[config.mk]
export PLATFORM = sky130hd
export DESIGN_NAME = aes_inv_key_sched
export DESIGN_NICKNAME = d
export VERILOG_FILES = /design/src/rtl/aes_inv_key_sched_pkg.sv /design/src/rtl/aes_inv_key_sched_sbox.sv /design/src/rtl/aes_inv_key_sched.sv
export SDC_FILE = /design/constraint.sdc
export NUM_CORES = 2
export LEC_CHECK = 0
export BUFFER_PORTS_ARGS = -buffer_cell sky130_fd_sc_hd__buf_2
export CORE_MARGIN = 3
export CORE_UTILIZATION = 30
export DETAILED_ROUTE_END_ITERATION = 6
export HOLD_SLACK_MARGIN = 0.15
export PLACE_DENSITY = 0.54
export SYNTH_ARGS = -nofsm -noshare
export SYNTH_HDL_FRONTEND = slang
export SYNTH_SLANG_ARGS = --single-unit
[constraint.sdc]
create_clock -name clk -period 20.3 [get_ports clk]
set_clock_uncertainty 0.15 [all_clocks]
set_input_delay 1.015 -clock clk [delete_from_list [all_inputs] [get_ports clk]]
set_output_delay 1.015 -clock clk [all_outputs]
set_load 0.05 [all_outputs]
[src/rtl/aes_inv_key_sched_pkg.sv]
// aes_pkg: shared AES definitions.
//   NR           number of AES-128 rounds (fixed at 10)
//   aes_state_e  key-scheduler FSM states
//   xtime        GF(2^8) multiply-by-x, used to step the round constant
//   get_word     extract column 0..3 from a 128-bit block (column 0 in [127:96])
//   rot_word     cyclic byte rotation {a,b,c,d} -> {b,c,d,a}
package aes_pkg;

  localparam logic [3:0] NR = 4'd10;

  typedef enum logic [1:0] {
    IDLE   = 2'd0,
    EXPAND = 2'd1,
    EMIT   = 2'd2
  } aes_state_e;

  function automatic logic [7:0] xtime(input logic [7:0] b);
    return {b[6:0], 1'b0} ^ (b[7] ? 8'h1b : 8'h00);
  endfunction

  function automatic logic [31:0] get_word(input logic [127:0] blk, input logic [1:0] col);
    return blk[32*(3-col) +: 32];
  endfunction

  function automatic logic [31:0] rot_word(input logic [31:0] w);
    return {w[23:0], w[31:24]};
  endfunction

endpackage

[src/rtl/aes_inv_key_sched_sbox.sv]
// aes_sbox: combinational forward AES S-box.
//   a_i  input byte
//   s_o  substituted byte
module aes_sbox (
  input  logic [7:0] a_i,
  output logic [7:0] s_o
);

  localparam logic [7:0] SBOX [256] = '{
    8'h63, 8'h7c, 8'h77, 8'h7b, 8'hf2, 8'h6b, 8'h6f, 8'hc5, 8'h30, 8'h01, 8'h67, 8'h2b, 8'hfe, 8'hd7, 8'hab, 8'h76,
    8'hca, 8'h82, 8'hc9, 8'h7d, 8'hfa, 8'h59, 8'h47, 8'hf0, 8'had, 8'hd4, 8'ha2, 8'haf, 8'h9c, 8'ha4, 8'h72, 8'hc0,
    8'hb7, 8'hfd, 8'h93, 8'h26, 8'h36, 8'h3f, 8'hf7, 8'hcc, 8'h34, 8'ha5, 8'he5, 8'hf1, 8'h71, 8'hd8, 8'h31, 8'h15,
    8'h04, 8'hc7, 8'h23, 8'hc3, 8'h18, 8'h96, 8'h05, 8'h9a, 8'h07, 8'h12, 8'h80, 8'he2, 8'heb, 8'h27, 8'hb2, 8'h75,
    8'h09, 8'h83, 8'h2c, 8'h1a, 8'h1b, 8'h6e, 8'h5a, 8'ha0, 8'h52, 8'h3b, 8'hd6, 8'hb3, 8'h29, 8'he3, 8'h2f, 8'h84,
    8'h53, 8'hd1, 8'h00, 8'hed, 8'h20, 8'hfc, 8'hb1, 8'h5b, 8'h6a, 8'hcb, 8'hbe, 8'h39, 8'h4a, 8'h4c, 8'h58, 8'hcf,
    8'hd0, 8'hef, 8'haa, 8'hfb, 8'h43, 8'h4d, 8'h33, 8'h85, 8'h45, 8'hf9, 8'h02, 8'h7f, 8'h50, 8'h3c, 8'h9f, 8'ha8,
    8'h51, 8'ha3, 8'h40, 8'h8f, 8'h92, 8'h9d, 8'h38, 8'hf5, 8'hbc, 8'hb6, 8'hda, 8'h21, 8'h10, 8'hff, 8'hf3, 8'hd2,
    8'hcd, 8'h0c, 8'h13, 8'hec, 8'h5f, 8'h97, 8'h44, 8'h17, 8'hc4, 8'ha7, 8'h7e, 8'h3d, 8'h64, 8'h5d, 8'h19, 8'h73,
    8'h60, 8'h81, 8'h4f, 8'hdc, 8'h22, 8'h2a, 8'h90, 8'h88, 8'h46, 8'hee, 8'hb8, 8'h14, 8'hde, 8'h5e, 8'h0b, 8'hdb,
    8'he0, 8'h32, 8'h3a, 8'h0a, 8'h49, 8'h06, 8'h24, 8'h5c, 8'hc2, 8'hd3, 8'hac, 8'h62, 8'h91, 8'h95, 8'he4, 8'h79,
    8'he7, 8'hc8, 8'h37, 8'h6d, 8'h8d, 8'hd5, 8'h4e, 8'ha9, 8'h6c, 8'h56, 8'hf4, 8'hea, 8'h65, 8'h7a, 8'hae, 8'h08,
    8'hba, 8'h78, 8'h25, 8'h2e, 8'h1c, 8'ha6, 8'hb4, 8'hc6, 8'he8, 8'hdd, 8'h74, 8'h1f, 8'h4b, 8'hbd, 8'h8b, 8'h8a,
    8'h70, 8'h3e, 8'hb5, 8'h66, 8'h48, 8'h03, 8'hf6, 8'h0e, 8'h61, 8'h35, 8'h57, 8'hb9, 8'h86, 8'hc1, 8'h1d, 8'h9e,
    8'he1, 8'hf8, 8'h98, 8'h11, 8'h69, 8'hd9, 8'h8e, 8'h94, 8'h9b, 8'h1e, 8'h87, 8'he9, 8'hce, 8'h55, 8'h28, 8'hdf,
    8'h8c, 8'ha1, 8'h89, 8'h0d, 8'hbf, 8'he6, 8'h42, 8'h68, 8'h41, 8'h99, 8'h2d, 8'h0f, 8'hb0, 8'h54, 8'hbb, 8'h16
  };

  assign s_o = SBOX[a_i];

endmodule

[src/rtl/aes_inv_key_sched.sv]
// aes_inv_key_sched: iterative AES-128 round-key generator for decryption.
// Expands a cipher key into 11 stored round keys (one per cycle), then
// streams them round 10 down to round 0 over a valid/ready interface.
//   clk        rising-edge clock
//   rst        asynchronous active-high reset
//   key_valid  cipher key offered (accepted only in IDLE)
//   key_ready  high only in IDLE
//   key        cipher key, column 0 in [127:96]
//   rk_valid   round key presented
//   rk_ready   consumer accepts the round key
//   rk         round key (zero while rk_valid is low)
//   rk_round   round index of rk, 10..0
//   rk_last    high with round 0
//   busy       high in EXPAND or EMIT
//
// state  | meaning
// IDLE   | waiting for a key, key_ready=1
// EXPAND | computing round key idx (1..10), one per cycle
// EMIT   | presenting stored round key idx, counting down to 0
module aes_inv_key_sched
  import aes_pkg::*;
(
  input  logic         clk,
  input  logic         rst,
  input  logic         key_valid,
  output logic         key_ready,
  input  logic [127:0] key,
  output logic         rk_valid,
  input  logic         rk_ready,
  output logic [127:0] rk,
  output logic [3:0]   rk_round,
  output logic         rk_last,
  output logic         busy
);

  aes_state_e   state_q;
  logic [3:0]   idx_q;
  logic [7:0]   rcon_q;
  logic [127:0] store_q [11];

  logic         key_ready_q;
  logic         rk_valid_q;
  logic [127:0] rk_q;
  logic [3:0]   rk_round_q;
  logic         rk_last_q;
  logic         busy_q;

  // One index serves both phases: in EXPAND the previous key is idx-1,
  // in EMIT the next key to present after a handshake is also idx-1.
  logic [3:0]   prev_idx;
  logic [127:0] prev_rk;
  logic [31:0]  rot_w;
  logic [31:0]  sub_w;
  logic [31:0]  w0_d, w1_d, w2_d, w3_d;
  logic [127:0] rk_next_d;

  assign prev_idx = (idx_q == 4'd0) ? 4'd0 : idx_q - 4'd1;
  assign prev_rk  = store_q[prev_idx];
  assign rot_w    = rot_word(get_word(prev_rk, 2'd3));

  for (genvar g = 0; g < 4; g++) begin : g_subword
    aes_sbox u_sbox (
      .a_i (rot_w[g*8 +: 8]),
      .s_o (sub_w[g*8 +: 8])
    );
  end

  assign w0_d      = get_word(prev_rk, 2'd0) ^ sub_w ^ {rcon_q, 24'h0};
  assign w1_d      = get_word(prev_rk, 2'd1) ^ w0_d;
  assign w2_d      = get_word(prev_rk, 2'd2) ^ w1_d;
  assign w3_d      = get_word(prev_rk, 2'd3) ^ w2_d;
  assign rk_next_d = {w0_d, w1_d, w2_d, w3_d};

  // Storage carries no reset; its contents only matter after a fresh accept.
  always_ff @(posedge clk) begin
    if (state_q == IDLE && key_valid) begin
      store_q[0] <= key;
    end else if (state_q == EXPAND) begin
      store_q[idx_q] <= rk_next_d;
    end
  end

  always_ff @(posedge clk or posedge rst) begin
    if (rst) begin
      state_q     <= IDLE;
      idx_q       <= 4'd0;
      rcon_q      <= 8'h00;
      key_ready_q <= 1'b1;
      rk_valid_q  <= 1'b0;
      rk_q        <= '0;
      rk_round_q  <= 4'd0;
      rk_last_q   <= 1'b0;
      busy_q      <= 1'b0;
    end else begin
      case (state_q)
        IDLE: begin
          if (key_valid) begin
            state_q     <= EXPAND;
            idx_q       <= 4'd1;
            rcon_q      <= 8'h01;
            key_ready_q <= 1'b0;
            busy_q      <= 1'b1;
          end
        end
        EXPAND: begin
          rcon_q <= xtime(rcon_q);
          if (idx_q == NR) begin
            // Present round 10 straight from the expansion datapath;
            // the same value is being written into storage this edge.
            state_q    <= EMIT;
            rk_valid_q <= 1'b1;
            rk_q       <= rk_next_d;
            rk_round_q <= NR;
            rk_last_q  <= 1'b0;
          end else begin
            idx_q <= idx_q + 4'd1;
          end
        end
        EMIT: begin
          if (rk_ready) begin
            if (idx_q == 4'd0) begin
              state_q     <= IDLE;
              rk_valid_q  <= 1'b0;
              rk_q        <= '0;
              rk_round_q  <= 4'd0;
              rk_last_q   <= 1'b0;
              busy_q      <= 1'b0;
              key_ready_q <= 1'b1;
            end else begin
              idx_q      <= idx_q - 4'd1;
              rk_q       <= prev_rk;
              rk_round_q <= idx_q - 4'd1;
              rk_last_q  <= (idx_q == 4'd1);
            end
          end
        end
        default: begin
          state_q <= IDLE;
        end
      endcase
    end
  end

  assign key_ready = key_ready_q;
  assign rk_valid  = rk_valid_q;
  assign rk        = rk_q;
  assign rk_round  = rk_round_q;
  assign rk_last   = rk_last_q;
  assign busy      = busy_q;

endmodule

Yosys cells after proc, flatten, opt, wreduce, memory -nomap -nowiden. Memory sizes are Yosys's and may differ from the RTL's. Index checks and enable logic that the tools add are counted.

Bits in read-only memories: 8192. Bits in writable memories: 1408. Register bits: 150. Output and inout port bits: 136. Logic and storage cells: 105. Input bits: 132. Memories: 5.

Order comparisons: 4. Bitwise operators: 10. Equal/unequal tests: 10. Reductions and logical operators: 14. Add/sub/neg operators: 2. Muxes and demuxes: 51.

Memory list: (name not given) (depth 256, bits a word 8, rd ports 1, clocked after memory_dff 0, write ports 0, RTL line aes_inv_key_sched_sbox.sv:28) `assign s_o = SBOX[a_i];`; (name not given) (depth 256, bits a word 8, rd ports 1, clocked after memory_dff 0, write ports 0, RTL line aes_inv_key_sched_sbox.sv:28); (name not given) (depth 256, bits a word 8, rd ports 1, clocked after memory_dff 0, write ports 0, RTL line aes_inv_key_sched_sbox.sv:28); (name not given) (depth 256, bits a word 8, rd ports 1, clocked after memory_dff 0, write ports 0, RTL line aes_inv_key_sched_sbox.sv:28); store_q (depth 11, bits a word 128, rd ports 1, clocked after memory_dff 0, write ports 1, RTL line aes_inv_key_sched.sv:39) `logic [127:0] store_q [11];`.

Operators by type and width (number): two-way mux 128 bit (4); case mux 128 bit (2 select lines) (1); XOR 32 bit (5); OR reduction 128 bit (1); two-way mux 8 bit (9); greater-or-equal comparator 9 bit, second input constant (4); inverter 8 -> 9 bit (4); two-way mux 4 bit (8); two-way mux 1 bit (16); case mux 8 bit (2 select lines) (1); case mux 4 bit (3 select lines) (1); AND reduction 4 bit (3); != test 2 bit, second input constant (5); two-way mux 2 bit (4); case mux 1 bit (2 select lines) (4); case mux 4 bit (2 select lines) (1); XOR 8 x 5 -> 8 bit (1); case mux 2 bit (3 select lines) (1); nonzero test 2 bit (3); two-way mux 5 bit (1); AND reduction 5 bit (1); adder 4 x 1 -> 4 bit, second input constant (1); == test 4 x 1 -> 1 bit, second input constant (1); == test 4 bit, second input constant (1); 10 further kinds (10).

Depth between registers and ports, before layout. An unclocked memory read counts as a cell.

Depth after elaboration: 14. Gate-level depth with buffers: 30. Depth with buffers taken out: 21.

Cells and area by module. From an unflattened synthesis, not the netlist that was laid out.

Cell total of the unflattened synthesis: 6591. Area total of the unflattened synthesis: 79229.7 um2.

Modules (own cells, without submodules): aes_inv_key_sched (times used 1, area an instance 66277.3 um2, cells each 4517, sequential area each 46035.4 um2); aes_sbox (g_subword[1].u_sbox ...) (times used 3, area an instance 3179.3 um2, cells each 507, sequential area each 0.0 um2); aes_sbox (g_subword[0].u_sbox) (times used 1, area an instance 3414.5 um2, cells each 553, sequential area each 0.0 um2).

Worst setup path before layout. Ideal clock, no wire load.

Path kind: reg-to-reg. Start point: register idx_q[0]. End point: memory store_q[1][0] (enable). Library setup time: 0.929 ns. Required time: 19.221 ns. Period minus slack after synthesis: 15.549 ns. Setup slack: 4.751 ns. Buffers on the path: 9. Data arrival time: 14.470 ns. Cell stages (with the launch flop): 12. Path through: dfrtp_1 -> buf_2 -> buf_4 -> buf_4 -> buf_2 -> buf_2 -> buf_2 -> buf_2 -> buf_2 -> buf_2 -> nand2_1 -> nor4_1.

Word-level cells in the longest chain between the ends: 1.

Ends and longest elaborated chain: start, declared (RTL line aes_inv_key_sched.sv:37) `logic [3:0] idx_q;`; start signal, assigned (RTL line aes_inv_key_sched.sv:116) `idx_q <= idx_q + 4'd1;`; start signal, assigned (RTL line aes_inv_key_sched.sv:130) `idx_q <= idx_q - 4'd1;`; two-way mux 4 bit (no line); end, declared (RTL line aes_inv_key_sched.sv:39).

Every way passes these cells.

Final worst setup path.
Start point: register idx_q[1]. End point: memory store_q[1][24], data pin.

Word-level cells in the longest chain between the ends: 13. Elaborated cells between the ends (all ways): 14. Those cells by class: add/sub: 1; mux: 4; bitwise: 6; reduce/logical: 1; memory: 2.

Ends and longest elaborated chain: subtractor 4 x 1 -> 4 bit or zero test 4 bit (tied branches) (RTL line aes_inv_key_sched.sv:57) `assign prev_idx = (idx_q == 4'd0) ? 4'd0 : idx_q - 4'd1;`; two-way mux 4 bit * (RTL line aes_inv_key_sched.sv:57); memory (11 x 128 bit) *; inverter 8 -> 9 bit (not written as such) (RTL line aes_inv_key_sched_sbox.sv:28); memory (256 x 8 bit); two-way mux 8 bit (not written as such) (2 in series) (RTL line aes_inv_key_sched_sbox.sv:28); XOR 32 bit (2 in series) (RTL line aes_inv_key_sched.sv:68) `assign w0_d = get_word(prev_rk, 2'd0) ^ sub_w ^ {rcon_q, 24'h0};`; XOR 32 bit (RTL line aes_inv_key_sched.sv:69) `assign w1_d = get_word(prev_rk, 2'd1) ^ w0_d;`; XOR 32 bit (RTL line aes_inv_key_sched.sv:70) `assign w2_d = get_word(prev_rk, 2'd2) ^ w1_d;`; XOR 32 bit * (RTL line aes_inv_key_sched.sv:71) `assign w3_d = get_word(prev_rk, 2'd3) ^ w2_d;`; two-way mux 128 bit (no line) *.

Mark *: on every way between the ends. The rest lies on a longest branch, timed or not. The select of a mux whose other input is x is not followed.

==> impl_metrics.json <==
{
  "fin_cells": 10570,
  "rr_startpoint": "idx_q[1]",
  "fp.dieW_um": 517.3,
  "setup-violations-final": 0,
  "slew_violations": 11,
  "multi_input_area_mm2": 0.02983,
  "dp.cells": 10270,
  "clock_latency_ns": 0.83,
  "synth.area.top_cells": "edfxtp_1, dfrtp_1, nand2_1",
  "fillers": 25900,
  "postCtsHoldBufs": 1,
  "grt_pass1_vias": 61470,
  "timing.hold.ws_ns": 0.3308,
  "root_buffer": "clkbuf_16",
  "synth_edf_count": 1408,
  "wl_per_cell_um": 33.88,
  "hold_viol": 0,
  "synth_flop_cell": "edfxtp_1",
  "synthCells": 6892,
  "place.gp.congestion": 1.029,
  "yosys_register_bits": 1558,
  "status": "finished, violations left",
  "yosysWarningCount": 0,
  "synth_seq_area_share_pct": 58.69,
  "reg2reg_to": "store_q[1][24]",
  "hold_depth": 2,
  "rsz0062_at_grt": "false",
  "drive_above_1_share_pct": 14.32,
  "max_freq_ghz": 0.09656,
  "yosysTopAreaCell": "edfxtp_1",
  "wirelength_um": 358100,
  "first_iter_violations": 10130,
  "r2r_cells": 21,
  "core_area_mm2": 0.2599,
  "slew_headroom_pct": -6.111,
  "synth_area_mm2": 0.07844,
  "finalNetCount": 7124,
  "drtAntennaViolNets": 0,
  "reg2reg_slack_ns": 9.94,
  "drc": 3,
  "grt_pass1_wl_um": 496100,
  "grt_max_degree": 102,
  "postCtsSetupRepairBufs": 0,
  "clock_sinks": 1558,
  "track_usage_pct": 25.78,
  "cts_tree": "done",
  "routed_via_density": 6.195,
  "syn2layout_area_growth_pct": 13.41,
  "worst-setup-path-type": "register to register",
  "cp.required_ns": 20.64,
  "dr.pass1.iters": 7,
  "path_clk_slew_ns": 0.06,
  "start_util_pct": 30.18,
  "fin_util_pct": 34.22,
  "io_buffers": 267,
  "num_rows": 187,
  "hold_class": "register to register",
  "arrival_ns": 10.69,
  "cts_buffers": 161,
  "tightestPinTransition_ns": 1.580,
  "synth_nets": 7082,
  "async_reset_ff_share_pct": 9.628,
  "start_kind": "register",
  "period_share_pct": 51.01,
  "grt_antenna_before_repair": 21,
  "cts_resized": 0,
  "cp_max_fo": 54,
  "overflow": 0,
  "tns_ns": 0,
  "violations": "DRC, capacitance limit, slew limit",
  "regArea_mm2": 0.04604,
  "syn_area_per_cell_um2": 11.38,
  "dieHeight_um": 517.3,
  "dpl.hpwl_um": 227300,
  "vias": 65480,
  "netlist.area_leader.share_pct": 53.90,
  "yosysUniqueCellTypes": 115,
  "ioPinCount": 268,
  "end_kind": "register",
  "clk_path_buf_depth": 3,
  "die-area_mm2": 0.2676,
  "hp-start": "rk[103]",
  "cap_violations": 3,
  "post-route-min-period_ns": 10.36,
  "hold_path_end": "rk[103]",
  "h-tree-depth": 4
}
registers in the layout, summed over array words and instances (netlist names):
name	flops
store_q	1408
rk	128
rcon_q	8
idx_q	4
rk_round	4
state_q	2
busy	1
key_ready	1
rk_last	1
rk_valid	1
logic make-up after synthesis:
group	Yosys count	share of synthesized area, %
buffers and inverters	693	3.852
flip-flops	1558	58.69
XOR/XNOR	189	2.346
AO/OA/AOI/OAI	2385	21.54
AND/OR/NAND/NOR	1851	10.43
adder cells (fa/ha/maj)	58	0.9251
multiplexers	158	2.219
metrics by stage:
stage	setup WS, ns	area (µm²)
final	9.944	88960
after global routing	9.657	88940
after CTS	10.15	88940
after detailed placement	10.21	83710
after global placement	10.25	83700
after floorplan	4.751	78440
cell type report:
| type | count | area share, % |
|---|---|---|
| diodes | 6 | 0.01688 |
| clock buffers | 204 | 4.893 |
| clock inverters | 94 | 0.9733 |
| inverters | 57 | 0.2504 |
| multi-input cells | 4641 | 33.53 |
| flip-flops and latches | 1558 | 51.75 |
| well taps | 3496 | 4.917 |
| repair buffers | 515 | 3.668 |
critical path, stage by stage (launching register included):
cell       delay [ns]
dfrtp_1          0.77
inv_1            0.16
ha_2             0.21
buf_4            0.32
or3b_2           0.68
buf_4            0.57
nand2_4          0.46
o2bb2ai_1        0.38
o221ai_4         0.16
buf_4            0.30
inv_2            0.56
ha_1             0.80
inv_1            0.39
a32oi_1          0.58
a21oi_1          0.27
o31a_1           0.33
o2111a_1         0.25
nor4_2           0.47
xnor2_2          0.38
xnor2_1          0.87
xnor2_1          0.15
a21oi_1          0.71
worst max-delay path by stage:
stage | startpoint | endpoint | slack, ns | cells past startpoint
floorplan | idx_q[0] | store_q[1][0] | 4.75 | 11
global placement | idx_q[1] | store_q[4][17] | 10.25 | 20
detailed placement | idx_q[1] | store_q[0][28] | 10.21 | 22
CTS | idx_q[1] | store_q[2][24] | 10.15 | 21
global route | idx_q[1] | store_q[1][24] | 9.66 | 21
finish | idx_q[1] | store_q[1][24] | 9.94 | 21
cells in the final DEF (no fill, tap or decap), drive strengths merged, types with 32 or more instances in the layout:
cell	instances
a311oi	76
nand2	866
clkinv	69
a22oi	60
ha	58
o31ai	49
mux2i	67
a22o	33
clkbuf	204
nor3	140
edfxtp	1408
o221ai	53
dfrtp	149
nor2	399
buf	514
inv	63
nand3	184
o311ai	58
o211ai	121
or3	49
o21ai	317
xor2	40
a221oi	189
a31oi	108
a222oi	112
xnor2	141
o2111ai	35
nand4	32
mux2	87
o22ai	36
o21a	38
a211oi	130
a21oi	637
per-layer routing:
layer	share of wire, %	GRT usage [%]	vias to the layer above	wire length (µm)
li1	-	-	27190	-
met1	39	33.41	33200	138700
met2	45	39.90	4198	160100
met3	9.8	5.497	888	34960
met4	6.8	14.73	14	24260
met5	0.034	0	-	120
cell usage after synthesis (all sizes together) (108+ instances only):
cell type,number
clkbuf,290
o211ai,121
nor3,140
nand3,184
a211oi,130
dfrtp,149
edfxtp,1408
a221oi,189
xnor2,141
nand2,866
a31oi,108
o21ai,317
nor2,399
a21oi,637
buf,346
a222oi,112
Power is left out: the tool's default activity adds up to more than one toggle a clock period on the data nets, which glitch-free logic cannot reach.
